## config.mk

```make
export PLATFORM = sky130hd
export DESIGN_NAME = ex_mem_issue
export DESIGN_NICKNAME = d
export VERILOG_FILES = /design/src/rtl/mem_issue_pkg.sv /design/src/rtl/mem_issue_fifo.sv /design/src/rtl/ex_mem_issue.sv
export SDC_FILE = /design/constraint.sdc
export NUM_CORES = 1
export LEC_CHECK = 0
export BUFFER_PORTS_ARGS = -buffer_cell sky130_fd_sc_hd__buf_2
export CAP_MARGIN = 0
export CORE_UTILIZATION = 40
export DETAILED_ROUTE_END_ITERATION = 10
export MAX_ROUTING_LAYER = met4
export PLACE_DENSITY = 0.89
export SLEW_MARGIN = 0
export SYNTH_ARGS = -nofsm -noshare
export SYNTH_HDL_FRONTEND = slang
export SYNTH_SLANG_ARGS = --single-unit
```

## constraint.sdc

```tcl
create_clock -name clk -period 2.1 [get_ports clk]
set_input_delay 0.42 -clock clk [delete_from_list [all_inputs] [get_ports clk]]
set_output_delay 0.42 -clock clk [all_outputs]
set_load 0.05 [all_outputs]
```

## src/rtl/mem_issue_pkg.sv

```systemverilog
// Shared types and lane helpers for the EX->MEM load/store issue unit.
package mem_issue_pkg;

    localparam logic [1:0] SZ_B = 2'b00;
    localparam logic [1:0] SZ_H = 2'b01;
    localparam logic [1:0] SZ_W = 2'b10;

    // Per-request bookkeeping carried until the response returns.
    typedef struct packed {
        logic       store;
        logic [1:0] size;
        logic       sgn;
        logic [1:0] lo;
    } mem_meta_t;

    function automatic logic [3:0] lane_strb(logic store, logic [1:0] size, logic [1:0] lo);
        logic [3:0] s;
        s = 4'b0000;
        if (store) begin
            case (size)
                SZ_B:    s = 4'b0001 << lo;
                SZ_H:    s = lo[1] ? 4'b1100 : 4'b0011;
                default: s = 4'b1111;
            endcase
        end
        return s;
    endfunction

    function automatic logic [31:0] load_extend(logic [31:0] rdata, logic [1:0] size,
                                                logic sgn, logic [1:0] lo);
        logic [31:0] sh;
        logic [31:0] r;
        sh = rdata >> {lo, 3'b000};
        case (size)
            SZ_B:    r = {{24{sgn & sh[7]}}, sh[7:0]};
            SZ_H:    r = {{16{sgn & sh[15]}}, sh[15:0]};
            default: r = sh;
        endcase
        return r;
    endfunction

endpackage

```

## src/rtl/mem_issue_fifo.sv

```systemverilog
// In-order tracking FIFO for outstanding bus requests, with per-entry cancel
// bits that a flush can set in bulk.
module mem_issue_fifo
    import mem_issue_pkg::*;
#(
    parameter int DEPTH  = 2,
    parameter int DEST_W = 5
) (
    input  logic              clk,
    input  logic              reset,
    input  logic              push,
    input  mem_meta_t         push_meta,
    input  logic [DEST_W-1:0] push_dest,
    input  logic              push_cancel,
    input  logic              pop,
    input  logic              cancel_all,
    output mem_meta_t         head_meta,
    output logic [DEST_W-1:0] head_dest,
    output logic              head_cancel,
    output logic              empty,
    output logic              full
);

    localparam int PW = (DEPTH > 1) ? $clog2(DEPTH) : 1;
    localparam int CW = $clog2(DEPTH + 1);

    mem_meta_t         meta_q [DEPTH];
    logic [DEST_W-1:0] dest_q [DEPTH];
    logic [DEPTH-1:0]  cancel_q;
    logic [PW-1:0]     wr_ptr, rd_ptr;
    logic [CW-1:0]     count;
    logic              do_pop;

    assign empty  = (count == '0);
    assign full   = (count == CW'(DEPTH));
    assign do_pop = pop & ~empty;

    assign head_meta   = meta_q[rd_ptr];
    assign head_dest   = dest_q[rd_ptr];
    assign head_cancel = cancel_q[rd_ptr];

    function automatic logic [PW-1:0] next_ptr(logic [PW-1:0] p);
        return (p == PW'(DEPTH - 1)) ? '0 : p + PW'(1);
    endfunction

    always_ff @(posedge clk) begin
        if (reset) begin
            wr_ptr <= '0;
            rd_ptr <= '0;
            count  <= '0;
        end else begin
            if (push)
                wr_ptr <= next_ptr(wr_ptr);
            if (do_pop)
                rd_ptr <= next_ptr(rd_ptr);
            if (push && !do_pop)
                count <= count + CW'(1);
            else if (!push && do_pop)
                count <= count - CW'(1);
        end
    end

    // Cancelling empty slots is harmless: a later push overwrites the bit.
    always_ff @(posedge clk) begin
        if (reset) begin
            cancel_q <= '0;
        end else begin
            if (cancel_all)
                cancel_q <= '1;
            if (push)
                cancel_q[wr_ptr] <= push_cancel;
        end
    end

    always_ff @(posedge clk) begin
        if (push) begin
            meta_q[wr_ptr] <= push_meta;
            dest_q[wr_ptr] <= push_dest;
        end
    end

endmodule

```

## src/rtl/ex_mem_issue.sv

```systemverilog
// Pipelined load/store issue unit between EX and the req/addr_ok/data_ok bus.
// Define EX_MEM_ISSUE_ALE_EN to enable misalignment (ALE) detection.
module ex_mem_issue
    import mem_issue_pkg::*;
#(
    parameter int OUTSTANDING = 2,
    parameter int ADDR_W      = 32,
    parameter int DEST_W      = 5
) (
    input  logic              clk,
    input  logic              reset,
    input  logic              in_valid,
    output logic              in_ready,
    input  logic              in_store,
    input  logic [1:0]        in_size,
    input  logic              in_signed,
    input  logic [ADDR_W-1:0] in_addr,
    input  logic [31:0]       in_wdata,
    input  logic [DEST_W-1:0] in_dest,
    input  logic              st_block,
    input  logic              flush,
    output logic              req,
    output logic              wr,
    output logic [2:0]        size,
    output logic [3:0]        wstrb,
    output logic [ADDR_W-1:0] addr,
    output logic [31:0]       wdata,
    input  logic              addr_ok,
    input  logic              data_ok,
    input  logic [31:0]       rdata,
    output logic              ale,
    output logic              rsp_valid,
    output logic              rsp_store,
    output logic [DEST_W-1:0] rsp_dest,
    output logic [31:0]       rsp_data,
    output logic              busy
);

    logic              blk_r;
    logic              suppress;
    logic              push;
    logic              pop;
    logic              deliver;
    logic              fifo_empty;
    logic              fifo_full;
    logic              head_cancel;
    mem_meta_t         push_meta;
    mem_meta_t         head_meta;
    logic [DEST_W-1:0] head_dest;

`ifdef EX_MEM_ISSUE_ALE_EN
    assign ale = in_valid & (((in_size == SZ_H) & in_addr[0]) |
                             ((in_size == SZ_W) & (in_addr[1:0] != 2'b00)));
`else
    assign ale = 1'b0;
`endif

    assign suppress = in_store & (st_block | blk_r);
    assign req      = in_valid & ~ale & ~suppress & ~fifo_full & ~flush;
    assign push     = req & addr_ok;
    // Dropped ops (ALE, suppressed stores) are consumed without a bus access.
    assign in_ready = in_valid & (ale | suppress | push);

    assign wr    = in_store;
    assign size  = {1'b0, in_size};
    assign addr  = in_addr;
    assign wstrb = lane_strb(in_store, in_size, in_addr[1:0]);

    always_comb begin
        wdata = in_wdata;
        case (in_size)
            SZ_B:    wdata = {4{in_wdata[7:0]}};
            SZ_H:    wdata = {2{in_wdata[15:0]}};
            default: wdata = in_wdata;
        endcase
    end

    assign push_meta = '{store: in_store, size: in_size, sgn: in_signed, lo: in_addr[1:0]};

    mem_issue_fifo #(
        .DEPTH  (OUTSTANDING),
        .DEST_W (DEST_W)
    ) u_fifo (
        .clk         (clk),
        .reset       (reset),
        .push        (push),
        .push_meta   (push_meta),
        .push_dest   (in_dest),
        .push_cancel (flush),
        .pop         (data_ok),
        .cancel_all  (flush),
        .head_meta   (head_meta),
        .head_dest   (head_dest),
        .head_cancel (head_cancel),
        .empty       (fifo_empty),
        .full        (fifo_full)
    );

    assign busy = ~fifo_empty;
    assign pop  = data_ok & ~fifo_empty;
    // A flush landing on the same cycle as data_ok also kills the head entry.
    assign deliver = pop & ~head_cancel & ~flush;

    always_ff @(posedge clk) begin
        if (reset)
            blk_r <= 1'b0;
        else if (flush)
            blk_r <= 1'b0;
        else if (st_block)
            blk_r <= 1'b1;
    end

    always_ff @(posedge clk) begin
        if (reset) begin
            rsp_valid <= 1'b0;
            rsp_store <= 1'b0;
            rsp_dest  <= '0;
            rsp_data  <= '0;
        end else begin
            rsp_valid <= deliver;
            if (deliver) begin
                rsp_store <= head_meta.store;
                rsp_dest  <= head_dest;
                rsp_data  <= head_meta.store ? 32'h0 :
                             load_extend(rdata, head_meta.size, head_meta.sgn, head_meta.lo);
            end
        end
    end

endmodule

```

==> results.py, run 1 <==
metrics = {
    "status": {
        "status": "finished clean",
    },
    "worst_setup_path": {
        "r2r-end": "rsp_data[12]",
        "r2r-start": "u_fifo.meta_q[1][0]",
        "worstRegToRegCells": 6,
        "start_kind": "flop",
        "ff2ff_setup_slack_ns": 0.12,
        "path_common_cell": "o21a_1",
        "critPathCaptureType": "output port",
        "crit_required_ns": 1.68,
        "path_cells": "o21a_1 -> nor4b_4 -> nand2_1 -> inv_2 -> o21a_1 -> buf_6",
        "path_max_fanout": 3,
        "worstSetupPathType": "reg2out",
        "worst_ep_arrival_time_ns": 1.65,
        "worst_path_max_delay_cell": "dfxtp_2",
        "critPathMaxStageDelay_ns": 0.33,
    },
    "finish": {
        "postLayoutCellArea_mm2": 0.00493,
        "drive_above_1_share": 0.452,
        "fin_nets": 641,
        "stdcell_count": 662,
        "fin_util": 0.523,
        "antenna_cells": 0,
        "syn_to_final_growth_pct": 24.5,
    },
    "global_route": {
        "overflow": 0,
        "grt_pass1_wl_um": 16700,
        "grt_use_total": 0.220,
        "antenna_found_initial": 0,
        "grt_pass1_vias": 3363,
        "grt_max_degree": 31,
    },
    "synth": {
        "synth_area_leaders": "dfxtp_1 (24%), edfxtp_1 (17%), buf_4 (8.9%), mux2i_1 (5.3%), mux2_2 (5.1%)",
        "yosysMostFrequentCell": "nand2_1",
        "netlist_area_mm2": 0.00396,
        "synth_top_family_by_area": "compound AO/OA/AOI/OAI gates",
        "synth_seq_area_share": 0.405,
        "ys_async_sr_fraction": 0,
        "synthAdderAreaFrac": 0.00316,
        "yosys.area_share.simple": 0.121,
        "muxShareOfSynthArea": 0.160,
        "ys_types": 50,
        "synthFlopType": "dfxtp_1",
        "yosys_register_bits": 69,
        "netlist_instances": 397,
        "synth_edf_count": 22,
        "synthXorXnorAreaFrac": 0.00664,
        "syn_avg_cell_area_um2": 9.97,
        "synth_top_area_share": 0.238,
        "yosysWarnings": 0,
        "synth-compound-area-share": 0.180,
        "yosys.area.top_type": "dfxtp_1",
        "synth_common_cells": "nand2_1 (49), buf_4 (47), dfxtp_1 (47)",
    },
    "drt": {
        "dr.pass1.iters": 6,
        "ant_nets": 0,
        "via_per_inst": 5.32,
        "totalWireLength_um": 11000,
        "drtIter0Drc": 136,
        "wl_per_cell_um": 16.6,
        "num_vias": 3524,
        "drc": 0,
    },
    "place": {
        "place.gp.congestion": 0.883,
        "place_inst": 644,
        "placement.cell_area_mm2": 0.00470,
        "io_buffer_count": 164,
        "dp_hpwl_um": 8470,
        "place_worst_setup_slack_ns": 0.0224,
    },
    "sta": {
        "tns_ns": 0,
        "finalCriticalPeriod_ns": 2.07,
        "maxSlewHeadroom": 0.317,
        "hold_viol": 0,
        "post-route-period-util": 0.988,
        "fmax_ghz": 0.482,
        "tightest_slew_ns": 1.02,
        "setup_viol_count_final": 0,
        "fin_worst_skew_ns": 0.0112,
        "setup_ws_ns": 0.0257,
        "finalMaxSlewViolations": 0,
        "holdWs_ns": 0.266,
        "rsz0062_at_grt": "true",
    },
    "floorplanning": {
        "start_util": 0.420,
        "dieHeight_um": 101,
        "die_x_um": 101,
        "ios": 227,
        "die_area_mm2": 0.0103,
        "fp.coreArea_mm2": 0.00942,
        "rows": 35,
    },
    "clock_tree": {
        "insertion_delay_ns": 0.34,
        "numCtsBuffers": 9,
        "clkSlewWorstSetupHoldPaths_ns": 0.07,
        "cts_sinks": 69,
        "root_buffer": "clkbuf_8",
        "htree_levels": 3,
        "cts_tree": "yes",
        "clk_path_buf_depth": 2,
    },
    "min_path": {
        "hold_path_class": "in2reg",
        "min_delay_path_depth": 1,
        "hold_start": "in_dest[4]",
        "min_to": "u_fifo.dest_q[1][4]",
    },
    "power_and_ir_drop": {
        "peakVddDrop_mv": 0.483,
        "p_total_mw": 4.28,
        "p_per_area_mw_per_mm2": 868,
        "p_leak_nw": 2.19,
    },
    "run": {
        "drv_cap": 0,
    },
}
cells in the final DEF (no fill, tap or decap), types with 4 or more instances in the layout:
master,instances
a211oi_1,7
a21oi_1,17
a221o_1,15
a22oi_1,10
a311oi_1,7
buf_2,163
buf_4,21
clkbuf_8,9
dfxtp_1,45
edfxtp_1,22
inv_1,6
mux2_2,18
mux2i_1,21
mux4_1,5
nand2_1,49
nor2_1,31
nor3_1,5
o21a_1,4
o21ai_1,9
o2bb2ai_1,7
cell families (layout without fill, tap and decap cells):
group / count (synthesis) / in the layout
AOI/OAI and AO/OA: 92 / 92
DFF: 69 / 69
and+or+nand+nor: 105 / 105
other: 1 / 2
muxes: 49 / 49
adders and majority gates: 1 / 1
xor gates and xnor gates: 3 / 3
buffers and inverters: 77 / 212
worst max-delay path by stage:
| stage | from | slack, ns | endpoint | cells past startpoint |
|---|---|---|---|---|
| floorplan | st_block | -0.37 | in_ready | 5 |
| global placement | st_block | 0.07 | in_ready | 7 |
| detailed placement | flop | 0.02 | rsp_data[19] | 6 |
| CTS | blk_r | 0.003 | in_ready | 6 |
| global route | blk_r | -0.04 | in_ready | 6 |
| finish | blk_r | 0.03 | in_ready | 6 |
timing repair:
item	in CTS	in global routing
setup buffers	0	2
endpoints found under the hold margin	0	0
pin swaps	0	2
gates resized for setup	3	2
hold buffers	0	0
setup endpoints to repair	7	8
report_power, final:
| part | internal (mW) | total, mW | switching, mW |
|---|---|---|---|
| sequential | 1.47 | 1.56 | 0.0932 |
| clock | 0.551 | 1.06 | 0.508 |
| combinational | 0.606 | 1.65 | 1.05 |
per-layer routing:
metal	vias up	track usage	wire [µm]	share of wire
met5	-	-	0	0
met4	0	0.0881	366	0.033
met3	37	0.0587	787	0.071
met2	158	0.362	5520	0.50
met1	1650	0.255	4350	0.39
li1	1679	-	-	-
cell type report:
type | count | area [µm²]
Clock inverter | 5 | 61.3
Fill cell | 821 | 4490
Clock buffer | 11 | 131
Timing Repair Buffer | 187 | 1020
Multi-Input combinational cell | 252 | 1910
Sequential cell | 69 | 1600
Tap cell | 129 | 161
Inverter | 9 | 36.3
critical path: cells and delay by family (launching register included):
kind                   cells  cell delay, ns
buffers and inverters      2            0.26
AO/OA/AOI/OAI              2            0.33
flip-flops                 1            0.33
AND/OR/NAND/NOR            2            0.39
flip-flops by register name, indices dropped and copies added, names as in the netlist, named ones only:
register	flops
u_fifo.wr_ptr	1
rsp_dest	5
rsp_store	1
rsp_valid	1
u_fifo.cancel_q	2
blk_r	1
u_fifo.count	2
u_fifo.dest_q	10
u_fifo.rd_ptr	1
u_fifo.meta_q	12
rsp_data	32
Note: power is estimated with default switching activity, not from simulation.
==> run 2: changes to the inputs <==
==> constraint.sdc (replaced) <==
create_clock -name clk -period 2.1 [get_ports clk]
set_input_delay 0.21 -clock clk [delete_from_list [all_inputs] [get_ports clk]]
set_output_delay 0.21 -clock clk [all_outputs]
set_load 0.05 [all_outputs]
==> run 2 against run 1 <==
Compared with the run above:
- sequential cell count is the same
- die area is the same
- hold slack lost 0.20 ns
- critical endpoint unchanged
- critical path depth is the same
- utilization grew 0.52 points
- combinational power grew 3%
- largest power group unchanged
- count of clock-buffer cells in the layout is the same
- setup slack gained 0.097 ns
- sequential share of layout area shrank 0.37 points
- via count grew 1.2%
==> results.py, run 2 (same netlist as run 1, synthesis figures left out) <==
metrics = {
    "status": {
        "status": "finished clean",
    },
    "global_route": {
        "antenna_found_initial": 0,
        "grt_max_degree": 32,
        "grt_pass1_vias": 3477,
        "overflow": 0,
        "grt_pass1_wl_um": 17200,
        "grt_use_total": 0.223,
    },
    "sta": {
        "fmax_ghz": 0.506,
        "maxSlewHeadroom": 0.367,
        "rsz0062_at_grt": "true",
        "setup_viol_count_final": 0,
        "fin_worst_skew_ns": 0.0144,
        "holdWs_ns": 0.0669,
        "tns_ns": 0,
        "hold_viol": 0,
        "tightest_slew_ns": 0.947,
        "finalMaxSlewViolations": 0,
        "finalCriticalPeriod_ns": 1.98,
        "post-route-period-util": 0.942,
    },
    "clock_tree": {
        "hold_buffers": 0,
        "htree_levels": 3,
        "clk_path_buf_depth": 2,
        "clkSlewWorstSetupHoldPaths_ns": 0.07,
        "cts_sinks": 69,
        "cts_tree": "yes",
        "insertion_delay_ns": 0.34,
        "numCtsBuffers": 9,
        "root_buffer": "clkbuf_8",
    },
    "worst_setup_path": {
        "path_max_fanout": 3,
        "path_cells": "o21a_1 -> nor4b_4 -> nand2_1 -> inv_2 -> o21a_2 -> clkbuf_4",
        "critPathTopFamily": "simple AND/OR/NAND/NOR gates",
        "critPathMaxStageDelay_ns": 0.32,
        "critPathCaptureType": "output port",
        "cp_num_buf_inv": 2,
        "crit_required_ns": 1.89,
        "worstSetupPathType": "reg2out",
        "worst_path_max_delay_cell": "nor4b_4",
        "worst_ep_arrival_time_ns": 1.77,
        "start_kind": "flop",
    },
    "power_and_ir_drop": {
        "p_total_mw": 4.48,
        "p_per_area_mw_per_mm2": 900,
        "p_leak_nw": 2.22,
        "peakVddDrop_mv": 0.514,
    },
    "floorplanning": {
        "die_x_um": 101,
        "die_area_mm2": 0.0103,
        "fp.coreArea_mm2": 0.00942,
        "rows": 35,
        "start_util": 0.420,
        "ios": 227,
        "dieHeight_um": 101,
    },
    "drt": {
        "totalWireLength_um": 11000,
        "dr.pass1.iters": 4,
        "drc": 0,
        "via_per_inst": 5.41,
        "ant_nets": 0,
        "wl_per_cell_um": 16.7,
        "num_vias": 3568,
        "drtIter0Drc": 170,
    },
    "finish": {
        "drive_above_1_share": 0.446,
        "mostFrequentLayoutCells": "buf_2 (163), nand2_1 (49), dfxtp_1 (47)",
        "layout_commonest_cell": "buf_2",
        "fin_util": 0.529,
        "fin_nets": 639,
        "syn_to_final_growth_pct": 25.7,
        "largest_registers": "rsp_data (32), u_fifo.meta_q (12), u_fifo.dest_q (10)",
        "antenna_cells": 0,
        "postLayoutCellArea_mm2": 0.00498,
        "regMostFlops": "rsp_data",
        "fill_cells": 824,
        "largest_reg_flops": 32,
    },
    "place": {
        "io_buffer_count": 164,
        "placement.cell_area_mm2": 0.00470,
        "place.gp.congestion": 0.889,
        "dp_hpwl_um": 8600,
    },
    "min_path": {
        "hold_path_class": "in2reg",
    },
    "run": {
        "drv_cap": 0,
    },
}
## run 2: cell types whose count changed in the layout (fill, tap and decap cells not counted), sizes merged
cell	previous run	this run
buf	187	184
bufinv	1	2
clkbuf	11	12
clkinv	1	2
clkinvlp	3	0
inv	9	10
## run 2: worst register-to-register path, cell delays in order, from the launching register on
cell and delay (ns):
edfxtp_1 0.48, mux2i_2 0.36, buf_12 0.20, mux4_1 0.57, a22oi_1 0.18, nor2_1 0.06
## run 2: timing repair
item | in CTS | in global routing
setup endpoints to repair | 0 | 27
gates resized for setup | 0 | 4
buffers inserted | 0 | 1
## run 2: path summary, 6_finish.rpt
kind	start	to	slack (ns)	cells past startpoint
max reg2reg	u_fifo.meta_q[0][0]	rsp_data[2]	0.14	5
min	in_dest[0]	u_fifo.dest_q[1][0]	0.07	1
max	blk_r	in_ready	0.12	6
min reg2reg	rsp_store	rsp_store	0.46	2
## run 2: through the flow
stage / worst slack [ns] / instances
after floorplan: -0.104 / 398
after global placement: 0.0856 / 643
after detailed placement: 0.0414 / 643
after CTS: 0.0272 / 659
after global routing: 0.000319 / 660
final: 0.123 / 660
## run 2: power breakdown
| part | switching, mW | internal, mW | leakage (nW) | total [mW] |
|---|---|---|---|---|
| registers | 0.0784 | 1.47 | 0.579 | 1.55 |
| logic | 1.07 | 0.625 | 1.52 | 1.70 |
| clock network | 0.494 | 0.742 | 0.119 | 1.24 |
| total | 1.64 | 2.84 | 2.22 | 4.48 |
## run 2: layout make-up
class	count	area (µm²)	area share
clock buffer	11	153	0.0307
clock inverter	5	80.1	0.0161
inverter	9	33.8	0.00679
multi-input combinational	252	1910	0.384
sequential	69	1600	0.322
tap	129	161	0.0324
timing repair buffer	185	1030	0.208
## run 2: metal layers
metal,global-route usage,wire (µm),vias up
met5,-,0,-
met4,0.111,463,0
met3,0.0435,704,54
met2,0.364,5380,144
met1,0.261,4480,1693
li1,-,-,1677
